File: src/rtl/burrito_pkg.sv
// Shared widths, instruction layout and ALU opcodes for the burrito datapath.
// Also provides the instruction decode and the register bank's reset image.
package burrito_pkg;

    localparam int DATA_W  = 32;
    localparam int IDX_W   = 5;
    localparam int OP_W    = 3;
    localparam int NREGS   = 32;
    localparam int INSTR_W = 3 * IDX_W + OP_W;

    // Instruction field positions (LSB of each field)
    localparam int RS1_LSB = 13;
    localparam int RS2_LSB = 8;
    localparam int RD_LSB  = 3;
    localparam int OP_LSB  = 0;

    typedef enum logic [OP_W-1:0] {
        OP_ADD = 3'b000,
        OP_AND = 3'b001,
        OP_OR  = 3'b010,
        OP_SUB = 3'b011,
        OP_XOR = 3'b100,
        OP_SLT = 3'b101,
        OP_NOR = 3'b110,
        OP_SLL = 3'b111
    } alu_op_e;

    typedef struct packed {
        logic [IDX_W-1:0] rs1;
        logic [IDX_W-1:0] rs2;
        logic [IDX_W-1:0] rd;
        alu_op_e          op;
    } instr_t;

    typedef logic [NREGS-1:0][DATA_W-1:0] bank_t;

    function automatic instr_t decode_instr(input logic [INSTR_W-1:0] ins);
        instr_t d;
        d.rs1 = ins[RS1_LSB +: IDX_W];
        d.rs2 = ins[RS2_LSB +: IDX_W];
        d.rd  = ins[RD_LSB  +: IDX_W];
        d.op  = alu_op_e'(ins[OP_LSB +: OP_W]);
        return d;
    endfunction

    // Each register resets to its own index.
    function automatic bank_t reset_image();
        bank_t img;
        for (int i = 0; i < NREGS; i++) begin
            img[i] = DATA_W'(i);
        end
        return img;
    endfunction

endpackage

File: src/rtl/burrito_alu.sv
// Purely combinational 32-bit ALU; all arithmetic wraps modulo 2^32.
module burrito_alu
    import burrito_pkg::*;
(
    input  logic [DATA_W-1:0] a,
    input  logic [DATA_W-1:0] b,
    input  alu_op_e           op,
    output logic [DATA_W-1:0] y
);

    logic slt;

    always_comb begin
        slt = ($signed(a) < $signed(b));
        y   = '0;
        case (op)
            OP_ADD:  y = a + b;
            OP_AND:  y = a & b;
            OP_OR:   y = a | b;
            OP_SUB:  y = a - b;
            OP_XOR:  y = a ^ b;
            OP_SLT:  y = {{(DATA_W-1){1'b0}}, slt};
            OP_NOR:  y = ~(a | b);
            // Only the low five bits of b form the shift amount
            OP_SLL:  y = a << b[IDX_W-1:0];
            default: y = '0;
        endcase
    end

endmodule

File: src/rtl/burrito.sv
// Single-cycle register bank plus ALU: reads two operands, computes combinationally,
// and writes the result back to rd on every rising clock edge.
module burrito
    import burrito_pkg::*;
(
    input  logic               clk,
    input  logic               reset,
    input  logic [INSTR_W-1:0] instruccion,
    output logic [DATA_W-1:0]  Resultado
);

    instr_t             dec;
    bank_t              regs_q;
    bank_t              regs_d;
    logic [DATA_W-1:0]  opa;
    logic [DATA_W-1:0]  opb;

    assign dec = decode_instr(instruccion);
    assign opa = regs_q[dec.rs1];
    assign opb = regs_q[dec.rs2];

    burrito_alu u_alu (
        .a  (opa),
        .b  (opb),
        .op (dec.op),
        .y  (Resultado)
    );

    // No write enable: rd is overwritten every cycle, including R[0]
    always_comb begin
        regs_d         = regs_q;
        regs_d[dec.rd] = Resultado;
    end

    always_ff @(posedge clk or posedge reset) begin
        if (reset) begin
            regs_q <= reset_image();
        end else begin
            regs_q <= regs_d;
        end
    end

endmodule

File: config.mk
export PLATFORM = sky130hd
export DESIGN_NAME = burrito
export DESIGN_NICKNAME = d
export VERILOG_FILES = /design/src/rtl/burrito_pkg.sv /design/src/rtl/burrito_alu.sv /design/src/rtl/burrito.sv
export SDC_FILE = /design/constraint.sdc
export NUM_CORES = 2
export LEC_CHECK = 0
export BUFFER_PORTS_ARGS = -buffer_cell sky130_fd_sc_hd__buf_2
export CAP_MARGIN = 0
export CORE_MARGIN = 4
export CORE_UTILIZATION = 45
export CTS_BUF_LIST = sky130_fd_sc_hd__clkbuf_4
export CTS_CLUSTER_SIZE = 25
export DETAILED_ROUTE_END_ITERATION = 6
export HOLD_SLACK_MARGIN = 0.12
export PLACE_DENSITY_LB_ADDON = 0.2
export SLEW_MARGIN = 20
export SYNTH_ARGS = -nofsm -noshare
export SYNTH_HDL_FRONTEND = slang
export SYNTH_SLANG_ARGS = --single-unit
File: constraint.sdc
create_clock -name clk -period 37.9 [get_ports clk]
set_clock_uncertainty 0.2 [all_clocks]
set_input_delay 1.895 -clock clk [delete_from_list [all_inputs] [get_ports clk]]
set_output_delay 1.895 -clock clk [all_outputs]
set_load 0.005 [all_outputs]
[Yosys cells after proc, flatten, opt, wreduce, memory -nomap -nowiden]
Cells that the tools add are included.
W data, S select, Z words.
Cells by class
  $add $sub $neg: 2
  magnitude comparators: 5
  equality and inequality tests: 7
  shift operators: 1
  mux-type cells: 8
  bitwise gates (word level): 4
  reductions and logical operators: 2
Operator list (count)
  $bwmux W1024: 1
  $bmux W32 S5: 2
  $pmux W32 S8: 1
  $demux W32 S5: 1
  $mux W32: 3
  $add A32 B32 Y32: 1
  $and A32 B32 Y32: 1
  $lt A32 B32 Y1: 1
  $not A32 Y32: 1
  $or A32 B32 Y32: 1
  $shl A32 B5 Y32: 1
  $sub A32 B32 Y32: 1
  $xor A32 B32 Y32: 1
  $lt A5 B6 Y1 const B: 3
  $eq A3 B3 Y1 const B: 4
  $eq A3 B2 Y1 const B: 2
  $ge A5 B1 Y1 const B: 1
  $eq A3 B1 Y1 const B: 1
  $logic_not A3 Y1: 1
  $logic_and A1 B1 Y1: 1
Word-level totals
  register bits: 1024
  input bits: 20
  logic and storage cells: 61

[Depth between registers and ports, before layout]
  depth after elaboration: 6
  depth in mapped cells: 23
  gate-level depth less buffers: 18

[Cells and area by module]
From an unflattened synthesis, not the netlist that was laid out.
Second synthesis, totals
  cells, all modules: 5649
  area, all modules: 62767.7 µm²
By module, submodules not included
  burrito: instances 1, cells an instance 4608, area an instance 55747.2 µm²
  burrito_alu: instances 1, cells an instance 1041, area an instance 7020.5 µm²

[Worst setup path after synthesis]
OpenSTA, ideal clock, no wires.
  path type: in2out
  from: input instruccion[8]
  to: output Resultado[25]
  arrival time: 8.026 ns
  path slack: 27.779 ns
  stages on the path: 22
  buffers on the path: 7
  cells stage by stage: buf_2 -> buf_2 -> buf_1 -> clkbuf_1 -> buf_1 -> mux4_2 -> mux4_2 -> mux2i_1 -> ha_1 -> clkbuf_1 -> nor3_1 -> nand2_1 -> o311a_1 -> nor4bb_1 -> nor4bb_1 -> o41ai_1 -> or4_1 -> mux2_2 -> o22ai_1 -> a211oi_1 -> clkbuf_1 -> inv_1
Between the ends
  word-level cells in the longest chain between the ends: 5
  elaborated cells on any way between the ends: 10
  classes of those cells: add/sub (2); shift (1); mux (3); bitwise (4)
RTL lines
  start, declared: line burrito.sv:8  | input logic [INSTR_W-1:0] instruccion,
  $bmux W32 S5 *: line burrito.sv:20  | assign opb = regs_q[dec.rs2];
  $mux W32 (not written as such) *: line burrito.sv:20
  branches (longest 2 deep; another with $sub A32 B32 Y32)
  $pmux W32 S8 *: line burrito_alu.sv:16  | case (op)
  end, declared: line burrito.sv:9  | output logic [DATA_W-1:0] Resultado
Mark *: on every way between the ends. The select of a mux whose other input is x is not followed.

[Worst setup path in the final report]
  from: input instruccion[14]
  to: output Resultado[22]
Between the ends
  word-level cells in the longest chain between the ends: 5
  elaborated cells on any way between the ends: 10
  classes of those cells: add/sub (2); shift (1); mux (3); bitwise (4)
RTL lines
  $bmux W32 S5 *: line burrito.sv:19  | assign opa = regs_q[dec.rs1];
  $mux W32 (not written as such) *: line burrito.sv:19
  branches (longest 2 deep; another with $sub A32 B32 Y32)
  $pmux W32 S8 *: line burrito_alu.sv:16
Marked as above.

==> flow_summary.yaml <==
routing:
  antenna_left: 0
  drt_first_pass_iters: 7
  detail_route.vias_per_cell: 6.346
  wl_um: 218300
  vias: 47099
  wl_per_cell_um: 29.42
  drc: 2
  drt_iter0_markers: 5253
die:
  die_area_um2: 138800
  io_pins: 52
  rows: 133
  core_um2: 131800
  start_util_pct: 45.37
  die_h_um: 372.5
  dieWidth_um: 372.5
global_route:
  overflow: 0
  track_usage_pct: 31.55
  grt_start_max_net_pins: 179
  antenna_found_initial: 7
  grt_pass1_wl_um: 318800
  grt_pass1_vias: 46679
min_path:
  hp-class: "flop to flop"
  hold_end: "regs_q[482]"
  hold_depth: 2
  min_from: "regs_q[482]"
worst_setup_path:
  worst_ep_required_time_ps: 35810
  reg2reg_setup_slack_ps: 31460
  start_kind: "primary input"
  cp.arrival_ps: 9800
  reg2regPathDepth: 16
  path_max_fanout: 103
  reg2reg_to: "regs_q[63]"
  r2r_start: "regs_q[610]"
  cp-end-kind: "output pin"
  path_class: "primary input to output pin"
sta:
  whs_ps: 267.1
  hold_viol_final: 0
  worst_pin_slew_ps: 1094
  finalSetupTns_ps: 0
  relSlewSlack_pct: 27.01
  slew_violations: 0
  fin_crit_sh_pct: 31.38
  min_period_ps: 11890
  rsz0062_at_grt: "no"
  finalSetupViolations: 0
  setup_slack_ps: 26010
  fmax_ghz: 0.08408
yosys:
  synthArstFlopShare_pct: 100.0
  yosysUniqueCellTypes: 79
  synth_area_um2: 59800
  yosysWarnings: 0
  yosysTopAreaCell: "dfrtp_1"
  synth_flop_cell: "dfrtp_1"
  synthCells: 5497
  ys_seq_elements: 1024
  synth_edf_count: 0
  synth_commonest_cells: "944 x dfrtp_1, 844 x nand2_1, 654 x o21ai_0"
  seq_area_frac_synth_pct: 43.02
  synth_top_area_share_pct: 39.51
  synthTopCellsByArea: "dfrtp_1 40%, mux4_2 18%, o21ai_0 5.5%"
  syn-num-nets: 5616
  avgSynthCellArea_um2: 10.88
  yosys.cell_count.top_type: "dfrtp_1"
clock_network:
  clock_latency_ps: 1360
  ctsHoldBuffers: 0
  clockBufferDepth: 4
  postCtsSetupRepairBufs: 0
  cts_tree: "yes"
  cts_made_buffers: 301
  clockRootBuffer: "clkbuf_4"
  h-tree-depth: 5
  cts.sinks: 1024
  cts_resized: 0
  clkSlewWorstSetupHoldPaths_ps: 60
power_and_ir_drop:
  leakagePower_nw: 28.46
  switchingPower_mw: 2.193
  power_mw: 5.323
  pwr-share-clk_pct: 19.8
  powerDensity_nw_per_um2: 81.36
  sw_frac_of_total_pct: 41.19
  vdd.ir_drop.worst_mv: 0.04453
  power.internal_mw: 3.130
  seqPwrFrac_pct: 36.3
  combinationalPowerShare_pct: 43.9
finish:
  drive_gt1_share_pct: 27.58
  final_cell_count_no_fill: 7422
  fillers: 12213
  final_core_util_pct: 49.64
  largestRegisters: "regs_q x1024"
  fin_area_um2: 65420
  final_nets: 5582
  largest_register_ffs: 1024
  regMostFlops: "regs_q"
  area_delta_synth_final_pct: 9.405
outcome:
  violations: "design-rule violations"
  status: "finished, violations left"
placed_design:
  dpl.hpwl_um: 129500
  pre_cts_ws_ps: 26250
  gp_routability_congestion: 0.9924
  dp_cells: 6915
  placed_area_um2: 61740
  port_buffers: 51
run:
  drv_cap: 0
-- layout make-up --
| type | count | area (µm²) | area share (%) |
|---|---|---|---|
| Inverter | 131 | 501.7 | 0.7669 |
| Clock inverter | 42 | 237.7 | 0.3634 |
| Clock buffer | 455 | 3416 | 5.221 |
| Antenna cell | 10 | 25.02 | 0.03825 |
| Sequential cell | 1024 | 25720 | 39.32 |
| Timing Repair Buffer | 182 | 1351 | 2.066 |
| Multi-Input combinational cell | 3823 | 31970 | 48.87 |
| Tap cell | 1755 | 2196 | 3.357 |
-- power by group through the flow --
stage	Clock [mW]	Combinational (mW)	Sequential, mW
after floorplan	0	1.67	1.83
after global placement	0	2.28	1.91
after detailed placement	0	2.31	1.94
after CTS	1.07	2.31	1.92
after global routing	1.14	2.53	1.99
final	1.05	2.34	1.93
-- cells by family (layout without fill, tap and decap cells) --
family	after synthesis	count (layout)	share of synthesized area, %
other	0	10	0
and+or+nand+nor	1369	1369	9.376
adders and majority gates	99	99	2.097
muxes	1011	1011	27.60
xor gates and xnor gates	41	41	0.6005
buffers and inverters	650	810	4.457
DFF	1024	1024	43.02
AOI/OAI and AO/OA	1303	1303	12.85
-- worst max path at each step --
stage	from	depth (start not counted)	slack (ps)	to
after floorplan	reset	1	7120	regs_q[0]
after global placement	instruccion[14]	20	26380	Resultado[22]
after detailed placement	instruccion[14]	20	26250	Resultado[22]
after CTS	instruccion[14]	20	26210	Resultado[22]
after global routing	instruccion[14]	20	25740	Resultado[22]
final	instruccion[14]	20	26010	Resultado[22]
-- worst max-delay path: stages --
cell and delay [ps]:
buf_8 740, buf_4 710, buf_4 800, mux4_2 410, a22oi_1 210, nand4_1 440
inv_1 170, ha_1 350, nor2b_1 210, nor4_1 70, a2111oi_0 620, nand2_1 250
a211oi_1 460, nand3_1 240, nand2b_1 160, xnor2_1 80, a32oi_1 170, and4b_1 950
inv_1 360, buf_2 230
-- cell usage in the layout, fill, tap and decap left out, types with 65 or more instances in the layout --
cell	n
dfstp_2	80
mux4_2	489
a22oi_1	166
mux2i_1	316
inv_1	121
o21ai_0	651
mux2_2	204
nand3_1	65
a21oi_1	151
buf_4	125
nand2_1	812
nor2_1	279
ha_1	97
dfrtp_1	944
clkbuf_4	455
a31oi_1	101
-- layer usage --
layer | up-vias | share of wire [%] | GRT usage, %
met3 | 438 | 10 | 9.274
li1 | 20216 | - | -
met1 | 24132 | 42 | 44.36
met5 | - | 0.0060 | 0
met2 | 2311 | 44 | 45.94
met4 | 2 | 3.9 | 12.88
No activity file was read; power rests on OpenSTA's default activity.
